### config.mk
export PLATFORM = sky130hd
export DESIGN_NAME = vblnk_update_arb_flat
export DESIGN_NICKNAME = d
export VERILOG_FILES = /design/src/rtl/vblnk_update_arb_if.sv /design/src/rtl/vblnk_update_arb.sv /design/src/flat_wrapper.sv
export SDC_FILE = /design/constraint.sdc
export NUM_CORES = 1
export LEC_CHECK = 0
export ABC_AREA = 1
export CELL_PAD_IN_SITES_DETAIL_PLACEMENT = 0
export CELL_PAD_IN_SITES_GLOBAL_PLACEMENT = 1
export CORE_ASPECT_RATIO = 1.75
export CORE_MARGIN = 10
export CORE_UTILIZATION = 35
export CTS_BUF_LIST = sky130_fd_sc_hd__clkbuf_4 sky130_fd_sc_hd__clkbuf_8 sky130_fd_sc_hd__clkbuf_16
export DETAILED_ROUTE_END_ITERATION = 6
export PLACE_DENSITY = 0.86
export SLEW_MARGIN = 20
export SYNTH_ARGS = -nofsm -noshare
export SYNTH_HDL_FRONTEND = slang
export SYNTH_SLANG_ARGS = --single-unit
### constraint.sdc
create_clock -name clk -period 1.5 [get_ports clk]
set_input_delay 0.3 -clock clk [delete_from_list [all_inputs] [get_ports clk]]
set_output_delay 0.3 -clock clk [all_outputs]
set_load 0.02 [all_outputs]
### src/rtl/vblnk_update_arb_if.sv
// Handshake bundle between the blanking-window update arbiter and its requesters.
// master = arbiter side (drives grants and status), slave = requester/timing side.
interface vblnk_update_arb_if #(
  parameter int NREQ = 4
);
  logic            vblnk;
  logic [NREQ-1:0] req;
  logic [NREQ-1:0] gnt;
  logic            frame_tick;
  logic            abort;
  logic            timeout;
  logic [3:0]      served_cnt;

  modport master (
    input  vblnk, req,
    output gnt, frame_tick, abort, timeout, served_cnt
  );

  modport slave (
    output vblnk, req,
    input  gnt, frame_tick, abort, timeout, served_cnt
  );
endinterface

### src/rtl/vblnk_update_arb.sv
// Round-robin arbiter granting position updates only inside the vertical blanking window.
// Optional grant-length limit is compiled in with `define VBLNK_ARB_TIMEOUT_EN.
module vblnk_update_arb #(
  parameter int NREQ        = 4,
  parameter int TIMEOUT_CYC = 64
) (
  input logic                 clk,
  input logic                 rst,
  vblnk_update_arb_if.master  bus
);

  localparam int IDX_W = (NREQ > 1) ? $clog2(NREQ) : 1;

  typedef enum logic [1:0] {
    ACTIVE = 2'd0,
    ARB    = 2'd1,
    GRANT  = 2'd2
  } state_t;

  state_t            state, state_d;
  logic              vblnk_q;
  logic              rise, fall;
  logic [NREQ-1:0]   gnt, gnt_d;
  logic [IDX_W-1:0]  gidx, gidx_d;
  logic [IDX_W-1:0]  ptr, ptr_d;
  logic [3:0]        served, served_d;
  logic              frame_tick;
  logic              abort, abort_d;
  logic              timeout, timeout_d;

`ifdef VBLNK_ARB_TIMEOUT_EN
  localparam int CNT_W = (TIMEOUT_CYC > 2) ? $clog2(TIMEOUT_CYC) : 1;
  localparam logic [CNT_W-1:0] CNT_LAST = CNT_W'(TIMEOUT_CYC - 1);
  logic [CNT_W-1:0]  cnt, cnt_d;
`else
  logic unused_timeout_cfg;
  assign unused_timeout_cfg = (TIMEOUT_CYC > 0);
`endif

  function automatic logic [3:0] sat_inc(input logic [3:0] v);
    return (v == 4'hF) ? v : v + 4'd1;
  endfunction

  // First set request searching circularly from p+1; lowest distance wins.
  function automatic logic [IDX_W-1:0] rr_pick(input logic [NREQ-1:0] r,
                                               input logic [IDX_W-1:0] p);
    int j;
    rr_pick = p;
    for (int k = NREQ; k >= 1; k--) begin
      j = (int'(p) + k) % NREQ;
      if (r[j]) rr_pick = IDX_W'(j);
    end
  endfunction

  assign rise = bus.vblnk & ~vblnk_q;
  assign fall = ~bus.vblnk & vblnk_q;

  always_comb begin
    state_d   = state;
    gnt_d     = gnt;
    gidx_d    = gidx;
    ptr_d     = ptr;
    served_d  = rise ? 4'd0 : served;
    abort_d   = 1'b0;
    timeout_d = 1'b0;
`ifdef VBLNK_ARB_TIMEOUT_EN
    cnt_d     = cnt;
`endif
    case (state)
      ACTIVE: begin
        gnt_d = '0;
        if (rise) state_d = ARB;
      end
      ARB: begin
        if (!bus.vblnk) begin
          state_d = ACTIVE;
        end else if (|bus.req) begin
          gidx_d        = rr_pick(bus.req, ptr);
          gnt_d         = '0;
          gnt_d[gidx_d] = 1'b1;
          state_d       = GRANT;
`ifdef VBLNK_ARB_TIMEOUT_EN
          cnt_d         = '0;
`endif
        end
      end
      GRANT: begin
`ifdef VBLNK_ARB_TIMEOUT_EN
        cnt_d = cnt + CNT_W'(1);
`endif
        // Completion wins over a coincident fall; abort wins over timeout.
        if (!bus.req[gidx]) begin
          gnt_d    = '0;
          ptr_d    = gidx;
          served_d = sat_inc(served);
          state_d  = bus.vblnk ? ARB : ACTIVE;
        end else if (fall) begin
          gnt_d   = '0;
          ptr_d   = gidx;
          abort_d = 1'b1;
          state_d = ACTIVE;
        end
`ifdef VBLNK_ARB_TIMEOUT_EN
        else if (cnt == CNT_LAST) begin
          gnt_d     = '0;
          ptr_d     = gidx;
          timeout_d = 1'b1;
          state_d   = bus.vblnk ? ARB : ACTIVE;
        end
`endif
      end
      default: begin
        state_d = ACTIVE;
        gnt_d   = '0;
      end
    endcase
  end

  always_ff @(posedge clk) begin
    if (!rst) begin
      state      <= ACTIVE;
      gnt        <= '0;
      gidx       <= '0;
      ptr        <= IDX_W'(NREQ - 1);
      vblnk_q    <= 1'b0;
      frame_tick <= 1'b0;
      abort      <= 1'b0;
      timeout    <= 1'b0;
      served     <= 4'd0;
`ifdef VBLNK_ARB_TIMEOUT_EN
      cnt        <= '0;
`endif
    end else begin
      state      <= state_d;
      gnt        <= gnt_d;
      gidx       <= gidx_d;
      ptr        <= ptr_d;
      vblnk_q    <= bus.vblnk;
      frame_tick <= rise;
      abort      <= abort_d;
      timeout    <= timeout_d;
      served     <= served_d;
`ifdef VBLNK_ARB_TIMEOUT_EN
      cnt        <= cnt_d;
`endif
    end
  end

  assign bus.gnt        = gnt;
  assign bus.frame_tick = frame_tick;
  assign bus.abort      = abort;
  assign bus.timeout    = timeout;
  assign bus.served_cnt = served;

endmodule

### src/flat_wrapper.sv
// flat-port wrapper written by rule: the top's interface ports become plain ports
module vblnk_update_arb_flat 
#(
  parameter int NREQ        = 4,
  parameter int TIMEOUT_CYC = 64
)
  (clk, rst, bus_vblnk, bus_req, bus_gnt, bus_frame_tick, bus_abort, bus_timeout, bus_served_cnt);
  vblnk_update_arb_if #(.NREQ(NREQ)) bus_i ();
  input logic clk;
  input logic rst;
  input wire logic [$bits(bus_i.vblnk)-1:0] bus_vblnk;
  input wire logic [$bits(bus_i.req)-1:0] bus_req;
  output wire logic [$bits(bus_i.gnt)-1:0] bus_gnt;
  output wire logic [$bits(bus_i.frame_tick)-1:0] bus_frame_tick;
  output wire logic [$bits(bus_i.abort)-1:0] bus_abort;
  output wire logic [$bits(bus_i.timeout)-1:0] bus_timeout;
  output wire logic [$bits(bus_i.served_cnt)-1:0] bus_served_cnt;
  assign bus_i.vblnk = bus_vblnk;
  assign bus_i.req = bus_req;
  assign bus_gnt = bus_i.gnt;
  assign bus_frame_tick = bus_i.frame_tick;
  assign bus_abort = bus_i.abort;
  assign bus_timeout = bus_i.timeout;
  assign bus_served_cnt = bus_i.served_cnt;
  vblnk_update_arb #(.NREQ(NREQ), .TIMEOUT_CYC(TIMEOUT_CYC)) u_core (.clk(clk), .rst(rst), .bus(bus_i));
endmodule
==> metrics.md <==
| Metric | Value |
|---|---|
| Sequential share of the synthesized area | `0.3434` |
| Crit end category | `output port` |
| Critical-path cell list | `clkdlybuf4s50_1` |
| P&R area growth vs syn | `36.24%` |
| Area contributors post-synth | `dfxtp_1 34%, nand2_1 17%, nand2_2 6.9%` |
| Post-layout util | `0.4961` |
| Core Rows | `25` |
| Num CTS Buffers | `3` |
| Logic pwr share | `0.235` |
| CTS max path bufs | `2` |
| Port Buffers | `16` |
| Fillers | `292` |
| Yosys top cell area share | `0.3434` |
| Die Width | `between 60 and 70 um` |
| DR WL/cell | `11.41 um` |
| Crit path max-delay family | `buffers and inverters` |
| Crit Path Max Fanout | `1` |
| CP Buf/Inv Count | `1` |
| Inst Count DP | `slightly above 200` |
| Post-Synthesis Cell Area | `slightly below 1000 um2` |
| Io pins | `18` |
| WS Path Type | `flip-flop to output port` |
| CTS tree | `yes` |
| Internal | `0.0007806 W` |
| Fin crit period | `around 1.4 ns` |
| Pin count of the biggest net entering global routing | `11` |
| Pre-CTS WS | `-0.2490 ns` |
| PnR worst setup slack | `0.05261 ns` |
| Cell Pwr Density | `809.6 nW/um2` |
| Core region area | `2721 um2` |
| Cell variety after synth | `26` |
| Maximum vdd drop | `0.6509 mV` |
| Synth Instances | `151` |
| DRC Markers | `0` |
| Fin nets | `194` |
| Drt pass-1 iters | `4` |
| Clk_lat worst skew | `approximately 0.25 ns` |
| Starting DRT DRC Count | `15` |
| Routed Antenna Nets | `0` |
| Vias in the first global route | `1106` |
| Sw frac | `0.2858` |
| Worst path slowest cell | `clkdlybuf4s50_1` |
| Critical path arrival | `1.15 ns` |
| Static Leak | `0.7113 nW` |
| Gr ovfl total | `0` |
| Clock share of power | `0.321` |
| Die height | `90.39 um` |
| Clk sinks | `17` |
| Die Footprint | `5443 um2` |
| Max Cap Viol | `0` |
| Fmax | `between 0.6 and 0.7 GHz` |
| Total Wirelength | `around 2.4 mm` |
| Largest stage delay on the critical path | `approximately 0.6 ns` |
| Post-DP HPWL | `2.008 mm` |
| Final worst path period share | `0.9649` |
| Initial antenna violation count | `0` |
| Slew Viols, Final | `0` |
| Reg power frac | `0.445` |
| # diodes | `0` |
| Synth area leader | `dfxtp_1` |
| CTS clk-pin slew, worst paths | `0.06 ns` |
| Clock root buffer | `clkbuf_8` |
| GPL Wtd Cong | `approximately 0.81` |
| Drt via density | `roughly 4.9` |
| Net Sw Power | `0.0003124 W` |
| Worst EP required | `1.20 ns` |
| Mapped Nets | `159` |
| Outcome | `finished clean` |
| Unrepaired setup endpoints after global routing | `false` |
| Vias | `approximately 1000` |
| Final Hold Vio Count | `0` |
| Fraction of layout cells with a size suffix above 1 | `0.2432` |
| Avg Cell Area, Syn | `6.563 um2` |
| Yosys warnings | `0` |
| All-Layer GR Usage | `0.09330` |
| First-pass GRT wire length | `4.298 mm` |
| Register bit count reported by yosys | `17` |
| H-tree depth | `1` |
| Final setup viols | `0` |
| Worst min path class | `flip-flop to flip-flop` |
| Cts hold-fix bufs | `0` |
| Initial core utilization | `0.3641` |
| Final Skew | `0.002712 ns` |
| Finished Layout Cells | `roughly 210` |
| Crit path launch type | `flip-flop` |
Yosys cell counts, drive strengths merged:
cell / number
nor2: 12
conb: 1
a31oi: 1
o211ai: 2
nor4: 1
nand2: 57
dfxtp: 17
nand3b: 1
nand4: 2
buf: 2
o21ai: 6
clkbuf: 1
ha: 1
nor3: 3
a21oi: 12
clkinv: 1
inv: 20
nand3: 11
layout make-up:
| type | count | area (um2) | share of cell area |
|---|---|---|---|
| clock buffer | 4 | 48.80 | 0.03614 |
| inverter | 21 | 83.83 | 0.06209 |
| multi-input combinational | 110 | 551.8 | 0.4087 |
| sequential | 17 | 340.3 | 0.2521 |
| tap | 27 | 33.78 | 0.02502 |
| timing repair buffer | 33 | 291.5 | 0.2159 |
power groups by stage:
| stage | Combinational, W | Clock, W | Sequential (W) |
|---|---|---|---|
| after floorplan | 0.000163 | 0 | 0.000497 |
| after global placement | 0.000250 | 0 | 0.000494 |
| after detailed placement | 0.000254 | 0 | 0.000495 |
| after CTS | 0.000253 | 0.000364 | 0.000485 |
| after global routing | 0.000293 | 0.000376 | 0.000487 |
| final | 0.000256 | 0.000351 | 0.000486 |
placed cells by master (no fill, tap or decap), drive strengths merged:
| master | count |
|---|---|
| nand2 | 57 |
| inv | 20 |
| dfxtp | 17 |
| buf | 17 |
| a21oi | 12 |
| nor2 | 12 |
| nand3 | 11 |
| dlygate4sd2 | 8 |
| o21ai | 6 |
| dlymetal6s2s | 4 |
| clkdlybuf4s50 | 4 |
| clkbuf | 4 |
| nor3 | 3 |
| o211ai | 2 |
| nand4 | 2 |
| clkinv | 1 |
| nor4 | 1 |
| a31oi | 1 |
| nand3b | 1 |
| ha | 1 |
| conb | 1 |
final timing paths:
path / endpoint / slack, ns / cells after the start / from
max: bus_abort / 0.05 / 1 / u_core.bus.abort
min: u_core.bus.frame_tick / 0.46 / 1 / u_core.vblnk_q
max reg2reg: u_core.bus.gnt[1] / 0.14 / 10 / u_core.ptr[1]
min reg2reg: u_core.bus.frame_tick / 0.46 / 1 / u_core.vblnk_q
timing repair:
action / CTS / global route
resized for setup: 8 / 9
pin swaps: 2 / 3
setup buffers: 0 / 3
endpoints found under the setup margin: 8 / 15
state kept, by name (all words and copies together), names as in the netlist:
register and flops:
u_core.gidx 2, u_core.bus.served_cnt 4, u_core.bus.abort 1, u_core.bus.gnt 4, u_core.state 2, u_core.ptr 2
u_core.vblnk_q 1, u_core.bus.frame_tick 1
cells by family (layout without fill, tap and decap cells):
kind of cell	Yosys count	count (layout)	synth area share
and+or+nand+nor	87	87	0.4205
AOI/OAI and AO/OA	21	21	0.1124
adders and majority gates	1	1	0.01262
other	1	1	0.003784
DFF	17	17	0.3434
buffers and inverters	24	58	0.1073
worst register-to-register path, delay by kind of cell (launching register included):
kind	cells	cell delay (ns)
compound gates	1	0.12
buf+inv	1	0.07
flops	1	0.45
simple gates	8	0.65
stage by stage:
step	hold WS [ns]	TNS (ns)	total power [W]	area, um2
global placement	0.4499	-2.376	0.0007445	1267
finish	0.4625	0	0.001093	1350
floorplan	0.4115	0	0.0006605	991.0
CTS	0.4700	0	0.001101	1306
global route	0.4921	0	0.001156	1350
detailed placement	0.4548	-2.565	0.0007493	1267
per-layer routing:
metal  wire length (um)  global-route usage  part of all wire
met4                 27             0.03008             0.011
met5                  0                   0                 0
met1                902             0.08084              0.37
met3                103             0.02676             0.043
met2               1384              0.1836              0.57
No activity file was read; power rests on OpenSTA's default activity.
